===== config.mk =====
export PLATFORM = sky130hd
export DESIGN_NAME = dmem_ctrl_flat
export DESIGN_NICKNAME = d
export VERILOG_FILES = /design/src/rtl/dmem_pkg.sv /design/src/rtl/dmem_if.sv /design/src/rtl/dmem_wait_cnt.sv /design/src/rtl/dmem_ctrl.sv /design/src/flat_wrapper.sv
export SDC_FILE = /design/constraint.sdc
export NUM_CORES = 1
export LEC_CHECK = 0
export ABC_AREA = 1
export CAP_MARGIN = 20
export CELL_PAD_IN_SITES_DETAIL_PLACEMENT = 0
export CELL_PAD_IN_SITES_GLOBAL_PLACEMENT = 1
export CORE_MARGIN = 1.5
export CORE_UTILIZATION = 30
export CTS_BUF_LIST = sky130_fd_sc_hd__clkbuf_2 sky130_fd_sc_hd__clkbuf_4 sky130_fd_sc_hd__clkbuf_8
export DETAILED_ROUTE_END_ITERATION = 7
export GPL_ROUTABILITY_DRIVEN = 1
export GPL_TIMING_DRIVEN = 0
export HOLD_SLACK_MARGIN = 0.05
export PLACE_DENSITY = 0.84
export REMOVE_ABC_BUFFERS = 1
export SLEW_MARGIN = 30
export SYNTH_ARGS = -nofsm -noshare
export SYNTH_HDL_FRONTEND = slang
export SYNTH_HIERARCHICAL = 1
export SYNTH_SLANG_ARGS = --single-unit

===== constraint.sdc =====
create_clock -name clk -period 1.85 [get_ports clk]
set_input_delay 0.185 -clock clk [delete_from_list [all_inputs] [get_ports clk]]
set_output_delay 0.185 -clock clk [all_outputs]
set_load 0.03 [all_outputs]

===== src/rtl/dmem_pkg.sv =====
// Shared definitions for the data-memory controller: FSM state encoding,
// access-size encodings, default load latency and the alignment helper
// used when DMEM_MISALIGN_TRAP_EN is defined.
package dmem_pkg;

  typedef enum logic [1:0] {
    ST_IDLE   = 2'd0,
    ST_ACCESS = 2'd1,
    ST_WAIT   = 2'd2,
    ST_DONE   = 2'd3
  } state_e;

  localparam logic [1:0] SZ_B = 2'b00;
  localparam logic [1:0] SZ_H = 2'b01;
  localparam logic [1:0] SZ_W = 2'b10;

  localparam int LATENCY_DEF = 2;

  // Size 2'b11 is treated as a word access.
  function automatic logic is_misaligned(input logic [1:0] size, input logic [1:0] lsb);
    logic mis;
    mis = 1'b0;
    if (size == SZ_H) begin
      mis = lsb[0];
    end else if (size != SZ_B) begin
      mis = (lsb != 2'b00);
    end
    return mis;
  endfunction

endpackage


===== src/rtl/dmem_if.sv =====
// Load/store-stage and memory-side signals of the data-memory controller.
// The master modport is the requester/memory environment, the slave modport
// is the controller itself.
interface dmem_if #(
  parameter int ADDR_W = 10
);
  logic              req;
  logic              ren;
  logic [1:0]        size;
  logic [31:0]       daddr;
  logic [31:0]       dwdata;
  logic [3:0]        dwe;
  logic [31:0]       drdata;
  logic              stall;
  logic              done;
  logic              err;
  logic              mem_en;
  logic [3:0]        mem_we;
  logic [ADDR_W-1:0] mem_addr;
  logic [31:0]       mem_wdata;
  logic [31:0]       mem_rdata;

  modport slave (
    input  req, ren, size, daddr, dwdata, dwe, mem_rdata,
    output drdata, stall, done, err, mem_en, mem_we, mem_addr, mem_wdata
  );

  modport master (
    output req, ren, size, daddr, dwdata, dwe, mem_rdata,
    input  drdata, stall, done, err, mem_en, mem_we, mem_addr, mem_wdata
  );
endinterface


===== src/rtl/dmem_wait_cnt.sv =====
// Load-latency down-counter: loaded on the memory access cycle, counts down
// while enabled and flags zero when the read data is due.
module dmem_wait_cnt #(
  parameter int CNT_W = 4
) (
  input  logic             clk,
  input  logic             reset,
  input  logic             load_i,
  input  logic [CNT_W-1:0] load_val_i,
  input  logic             en_i,
  output logic             zero_o
);

  logic [CNT_W-1:0] cnt_q;
  logic [CNT_W-1:0] cnt_d;

  // Load has priority over decrement; the counter never wraps below zero.
  always_comb begin
    cnt_d = cnt_q;
    if (load_i) begin
      cnt_d = load_val_i;
    end else if (en_i && (cnt_q != '0)) begin
      cnt_d = cnt_q - 1'b1;
    end
  end

  // Counter register, cleared asynchronously.
  always_ff @(posedge clk or negedge reset) begin
    if (!reset) begin
      cnt_q <= '0;
    end else begin
      cnt_q <= cnt_d;
    end
  end

  assign zero_o = (cnt_q == '0);

endmodule


===== src/rtl/dmem_ctrl.sv =====
// Data-memory controller: turns a held load/store request into a single
// memory access cycle, waits LATENCY cycles for load data, registers it and
// pulses done. Optional feature macro: DMEM_MISALIGN_TRAP_EN (misaligned
// requests complete immediately with err=1 and no memory access).
module dmem_ctrl
  import dmem_pkg::*;
#(
  parameter int ADDR_W  = 10,
  parameter int LATENCY = LATENCY_DEF
) (
  input logic   clk,
  input logic   reset,
  dmem_if.slave bus
);

  localparam logic [1:0] S_IDLE   = ST_IDLE;
  localparam logic [1:0] S_ACCESS = ST_ACCESS;
  localparam logic [1:0] S_WAIT   = ST_WAIT;
  localparam logic [1:0] S_DONE   = ST_DONE;

  localparam logic [3:0] WAIT_LOAD = 4'(LATENCY - 1);

  logic [1:0]        state_q, state_d;
  logic [ADDR_W-1:0] addr_q;
  logic [31:0]       wdata_q;
  logic [3:0]        dwe_q;
  logic [31:0]       drdata_q;
  logic              accept;
  logic              mis;
  logic              latch;
  logic              cnt_load;
  logic              cnt_en;
  logic              cnt_zero;
  logic              capture;

  // Address bits above the word index (and size in the default build) are not used.
  logic unused_bits;
  assign unused_bits = ^{bus.daddr[31:ADDR_W+2], bus.size};

  // A request with no byte enables and no load qualifier is ignored.
  assign accept = bus.req && ((bus.dwe != 4'b0000) || bus.ren);

`ifdef DMEM_MISALIGN_TRAP_EN
  assign mis = is_misaligned(bus.size, bus.daddr[1:0]);
`else
  assign mis = 1'b0;
`endif

  // Next-state logic and per-state control strobes.
  always_comb begin
    state_d  = state_q;
    latch    = 1'b0;
    cnt_load = 1'b0;
    cnt_en   = 1'b0;
    capture  = 1'b0;
    case (state_q)
      S_IDLE: begin
        if (accept) begin
          latch   = 1'b1;
          state_d = mis ? S_DONE : S_ACCESS;
        end
      end
      S_ACCESS: begin
        if (dwe_q != 4'b0000) begin
          state_d = S_DONE;
        end else begin
          cnt_load = 1'b1;
          state_d  = S_WAIT;
        end
      end
      S_WAIT: begin
        if (cnt_zero) begin
          capture = 1'b1;
          state_d = S_DONE;
        end else begin
          cnt_en = 1'b1;
        end
      end
      default: begin
        state_d = S_IDLE;
      end
    endcase
  end

  // State register.
  always_ff @(posedge clk or negedge reset) begin
    if (!reset) begin
      state_q <= S_IDLE;
    end else begin
      state_q <= state_d;
    end
  end

  // Request latch; a load keeps dwe_q at zero, which also marks it as a load.
  always_ff @(posedge clk or negedge reset) begin
    if (!reset) begin
      addr_q  <= '0;
      wdata_q <= '0;
      dwe_q   <= '0;
    end else if (latch) begin
      addr_q  <= bus.daddr[ADDR_W+1:2];
      wdata_q <= bus.dwdata;
      dwe_q   <= bus.dwe;
    end
  end

  // Load data register, only written by a load capture.
  always_ff @(posedge clk or negedge reset) begin
    if (!reset) begin
      drdata_q <= '0;
    end else if (capture) begin
      drdata_q <= bus.mem_rdata;
    end
  end

  dmem_wait_cnt #(
    .CNT_W (4)
  ) u_wait_cnt (
    .clk        (clk),
    .reset      (reset),
    .load_i     (cnt_load),
    .load_val_i (WAIT_LOAD),
    .en_i       (cnt_en),
    .zero_o     (cnt_zero)
  );

`ifdef DMEM_MISALIGN_TRAP_EN
  logic err_q;

  // Misalignment flag of the request currently being completed.
  always_ff @(posedge clk or negedge reset) begin
    if (!reset) begin
      err_q <= 1'b0;
    end else if (latch) begin
      err_q <= mis;
    end
  end

  assign bus.err = (state_q == S_DONE) && err_q;
`else
  assign bus.err = 1'b0;
`endif

  // Memory strobes decode straight from state so reset drops them at once.
  assign bus.mem_en    = (state_q == S_ACCESS);
  assign bus.mem_we    = (state_q == S_ACCESS) ? dwe_q : 4'b0000;
  assign bus.mem_addr  = addr_q;
  assign bus.mem_wdata = wdata_q;
  assign bus.drdata    = drdata_q;
  assign bus.done      = (state_q == S_DONE);
  assign bus.stall     = reset && (((state_q == S_IDLE) && accept) ||
                                   (state_q == S_ACCESS) || (state_q == S_WAIT));

endmodule


===== src/flat_wrapper.sv =====
// flat-port wrapper written by rule: the top's interface ports become plain ports
module dmem_ctrl_flat import dmem_pkg::*;
#(
  parameter int ADDR_W  = 10,
  parameter int LATENCY = LATENCY_DEF
)
  (clk, reset, bus_req, bus_ren, bus_size, bus_daddr, bus_dwdata, bus_dwe, bus_mem_rdata, bus_drdata, bus_stall, bus_done, bus_err, bus_mem_en, bus_mem_we, bus_mem_addr, bus_mem_wdata);
  dmem_if #(.ADDR_W(ADDR_W)) bus_i ();
  input logic clk;
  input logic reset;
  input wire logic [$bits(bus_i.req)-1:0] bus_req;
  input wire logic [$bits(bus_i.ren)-1:0] bus_ren;
  input wire logic [$bits(bus_i.size)-1:0] bus_size;
  input wire logic [$bits(bus_i.daddr)-1:0] bus_daddr;
  input wire logic [$bits(bus_i.dwdata)-1:0] bus_dwdata;
  input wire logic [$bits(bus_i.dwe)-1:0] bus_dwe;
  input wire logic [$bits(bus_i.mem_rdata)-1:0] bus_mem_rdata;
  output wire logic [$bits(bus_i.drdata)-1:0] bus_drdata;
  output wire logic [$bits(bus_i.stall)-1:0] bus_stall;
  output wire logic [$bits(bus_i.done)-1:0] bus_done;
  output wire logic [$bits(bus_i.err)-1:0] bus_err;
  output wire logic [$bits(bus_i.mem_en)-1:0] bus_mem_en;
  output wire logic [$bits(bus_i.mem_we)-1:0] bus_mem_we;
  output wire logic [$bits(bus_i.mem_addr)-1:0] bus_mem_addr;
  output wire logic [$bits(bus_i.mem_wdata)-1:0] bus_mem_wdata;
  assign bus_i.req = bus_req;
  assign bus_i.ren = bus_ren;
  assign bus_i.size = bus_size;
  assign bus_i.daddr = bus_daddr;
  assign bus_i.dwdata = bus_dwdata;
  assign bus_i.dwe = bus_dwe;
  assign bus_i.mem_rdata = bus_mem_rdata;
  assign bus_drdata = bus_i.drdata;
  assign bus_stall = bus_i.stall;
  assign bus_done = bus_i.done;
  assign bus_err = bus_i.err;
  assign bus_mem_en = bus_i.mem_en;
  assign bus_mem_we = bus_i.mem_we;
  assign bus_mem_addr = bus_i.mem_addr;
  assign bus_mem_wdata = bus_i.mem_wdata;
  dmem_ctrl #(.ADDR_W(ADDR_W), .LATENCY(LATENCY)) u_core (.clk(clk), .reset(reset), .bus(bus_i));
endmodule

==> results.tsv <==
metric	value	unit
synthToLayoutAreaGrowth	53.6	%
p_total	10.3	mW
antenna_found_initial	0	
clk_path_buf_depth	2	
fin_crit_sh	99.9	%
wl_per_cell	13.2	um
routed_wl	9.19	mm
critPathLaunch	u_core/state_q[0]$_DFFE_PN0P_	
max-cap-violations	0	
yosysWarnings	6	
p_clk_share	11.5	%
dp.cells	674	
layout_commonest_cell	clkdlybuf4s50_1	
tns	0	ns
final_util	47.3	%
cts_buffers	9	
dpl_cell_area	5480	um2
post_cts_buffers	0	
p_leak	2.79	nW
viasPerCell	4.11	
pwr-share-comb	56.7	%
firstDrtPassIters	4	
n_antenna_cell	0	
pin_count	188	
rsz0062_at_grt	true	
setup-violations-final	0	
die_x	114	um
core_area	12100	um2
slew_violations	0	
timing.fmax	0.541	GHz
crit_buf_inv	2	
ir_drop	0.869	mV
fin_crit	1.85	ns
num_rows	40	
hold_viol	0	
intPower	5.89	mW
dp_slack	-0.579	ns
hp-class	primary input to register	
powerDensity	1810	nW/um2
gp_congestion	0.765	
r2r-start	u_core/u_wait_cnt/cnt_q[0]$_DFFE_PN0P_	
status	complete, no violations	
cp_cell_sequence	inv_1 > ha_1 > nor2_1 > a21boi_1 > buf_4	
slowest_delay	0.43	ns
syn-cell-area	3720	um2
htree_levels	3	
grt_pass1_wl	15.0	mm
critPathLaunchType	register	
overflow	0	
drtIter0Drc	131	
seq_power_share	31.7	%
synth_seq_cells	84	
min_from	bus_dwdata[21]	
finalNonFillerCells	694	
grt_pass1_vias	3026	
p_sw	4.46	mW
ys_types	24	
final_area	5710	um2
setup_ws	0.00110	ns
synth_area_per_cell	10.5	um2
cpLargestDelayFamily	flip-flops	
grt_use_total	14.7	%
die-area	13100	um2
dp_hpwl	6.30	mm
drtAntennaViolNets	0	
clkTransAtPathRegs	0.09	ns
crit_path_max_fanout	4	
cts_tree	yes	
clockRootBuffer	clkbuf_8	
crit_required	1.66	ns
layout-drive-gt1-share	13.9	%
arrival	1.66	ns
endpoint_kind	primary output	
clock_sinks	84	
worstSetupPathType	register to primary output	
vias	2850	
nets	632	
slowest_stage	dfrtp_1	
ys_seq_area_share	56.6	%
layout_common_cells	clkdlybuf4s50_1 (154), dfrtp_1 (84), nand2_1 (80)	
clk_latency	0.35	ns
drc	0	
die_y	114	um
fin_hold_ws	0.368	ns
synthCells	353	
p_sw_share	43.1	%
start_util	30.8	%
port_buffers	162	
clock_skew	0.00736	ns
grt_max_degree	53	
registers in the layout, summed over array words and instances (netlist names):
| name | count |
|---|---|
| u_core/dwe_q | 4 |
| u_core/bus.mem_wdata | 32 |
| u_core/u_wait_cnt/cnt_q | 4 |
| u_core/state_q | 2 |
| u_core/bus.drdata | 32 |
| u_core/bus.mem_addr | 10 |
per-layer routing:
metal	global-route usage, %	part of all wire [%]	wire, um	vias up
li1	-	-	-	1423
met1	17.9	43	3910	1337
met2	25.1	50	4620	84
met3	4.92	6.3	582	6
met4	3.92	0.85	78	0
met5	0	0	0	-
worst reg2reg max path: cells and delay by family, from the launching register on:
kind	cells	cell delay (ns)
fa+ha+maj	1	0.21
buf+inv	2	0.26
flops	1	0.40
mux	1	0.42
simple gates	2	0.32
final timing paths:
kind	end	slack, ns	cells after the start
min	u_core/bus.mem_wdata[21]$_DFFE_PN0P_	0.37	3
min reg2reg	u_core/bus.mem_wdata[3]$_DFFE_PN0P_	0.49	2
max	bus_stall	0.001	5
max in group asynchronous	u_core/bus.drdata[20]$_DFFE_PN0P_	1.23	3
max reg2reg	u_core/bus.drdata[12]$_DFFE_PN0P_	0.13	6
min in group asynchronous	u_core/bus.mem_wdata[7]$_DFFE_PN0P_	0.39	3
logic make-up (layout without fill, tap and decap cells):
| family | Yosys count | after routing | share of synthesized area (%) |
|---|---|---|---|
| other | 2 | 5 | 0.202 |
| and+or+nand+nor | 104 | 106 | 11.5 |
| buffers and inverters | 76 | 244 | 10.1 |
| muxes | 32 | 32 | 12.7 |
| adders and majority gates | 5 | 5 | 1.68 |
| AOI/OAI and AO/OA | 50 | 50 | 7.21 |
| DFF | 84 | 84 | 56.6 |
synth_stat cells:
cell type / n / area share, %
a21boi_0: 1 / 0.20
nand2_2: 3 / 0.51
nor2_1: 10 / 1.0
inv_1: 60 / 6.1
conb_1: 2 / 0.20
mux2_2: 2 / 0.61
inv_2: 1 / 0.10
nand3_2: 1 / 0.27
ha_1: 5 / 1.7
a21oi_1: 1 / 0.13
buf_2: 2 / 0.27
o21ai_1: 42 / 5.7
mux2_4: 30 / 12
nand3_1: 6 / 0.81
clkinv_1: 1 / 0.10
o21ai_2: 4 / 0.94
nor2_2: 1 / 0.17
buf_6: 11 / 3.3
dfrtp_1: 84 / 57
nand3b_1: 2 / 0.40
nand2_4: 1 / 0.30
nand2_1: 80 / 8.1
buf_4: 1 / 0.20
o21ai_0: 2 / 0.27
layout make-up:
type / instances / area (um2)
Clock buffer: 10 / 138
Fill cell: 1116 / 6350
Inverter: 62 / 233
Tap cell: 168 / 210
Clock inverter: 6 / 40.0
Timing Repair Buffer: 166 / 1680
Sequential cell: 84 / 2100
Multi-Input combinational cell: 198 / 1310
power groups by stage:
stage	Combinational, mW	Sequential (mW)	Clock [mW]
2_1_floorplan	1.93	4.81	0
3_3_place_gp	5.74	3.26	0
3_5_place_dp	5.83	3.30	0
4_1_cts	5.90	3.29	1.26
5_1_grt	6.28	3.41	1.33
6_report	5.87	3.28	1.19
repair_timing:
item                                    in CTS  in global routing
pin swaps                                    1                  0
endpoints found under the hold margin       38                  0
gates cloned                                 2                  0
hold buffers                                 2                  0
resized for setup                           14                 13
endpoints found under the setup margin      11                  6
(Power assumes the default switching activity.)
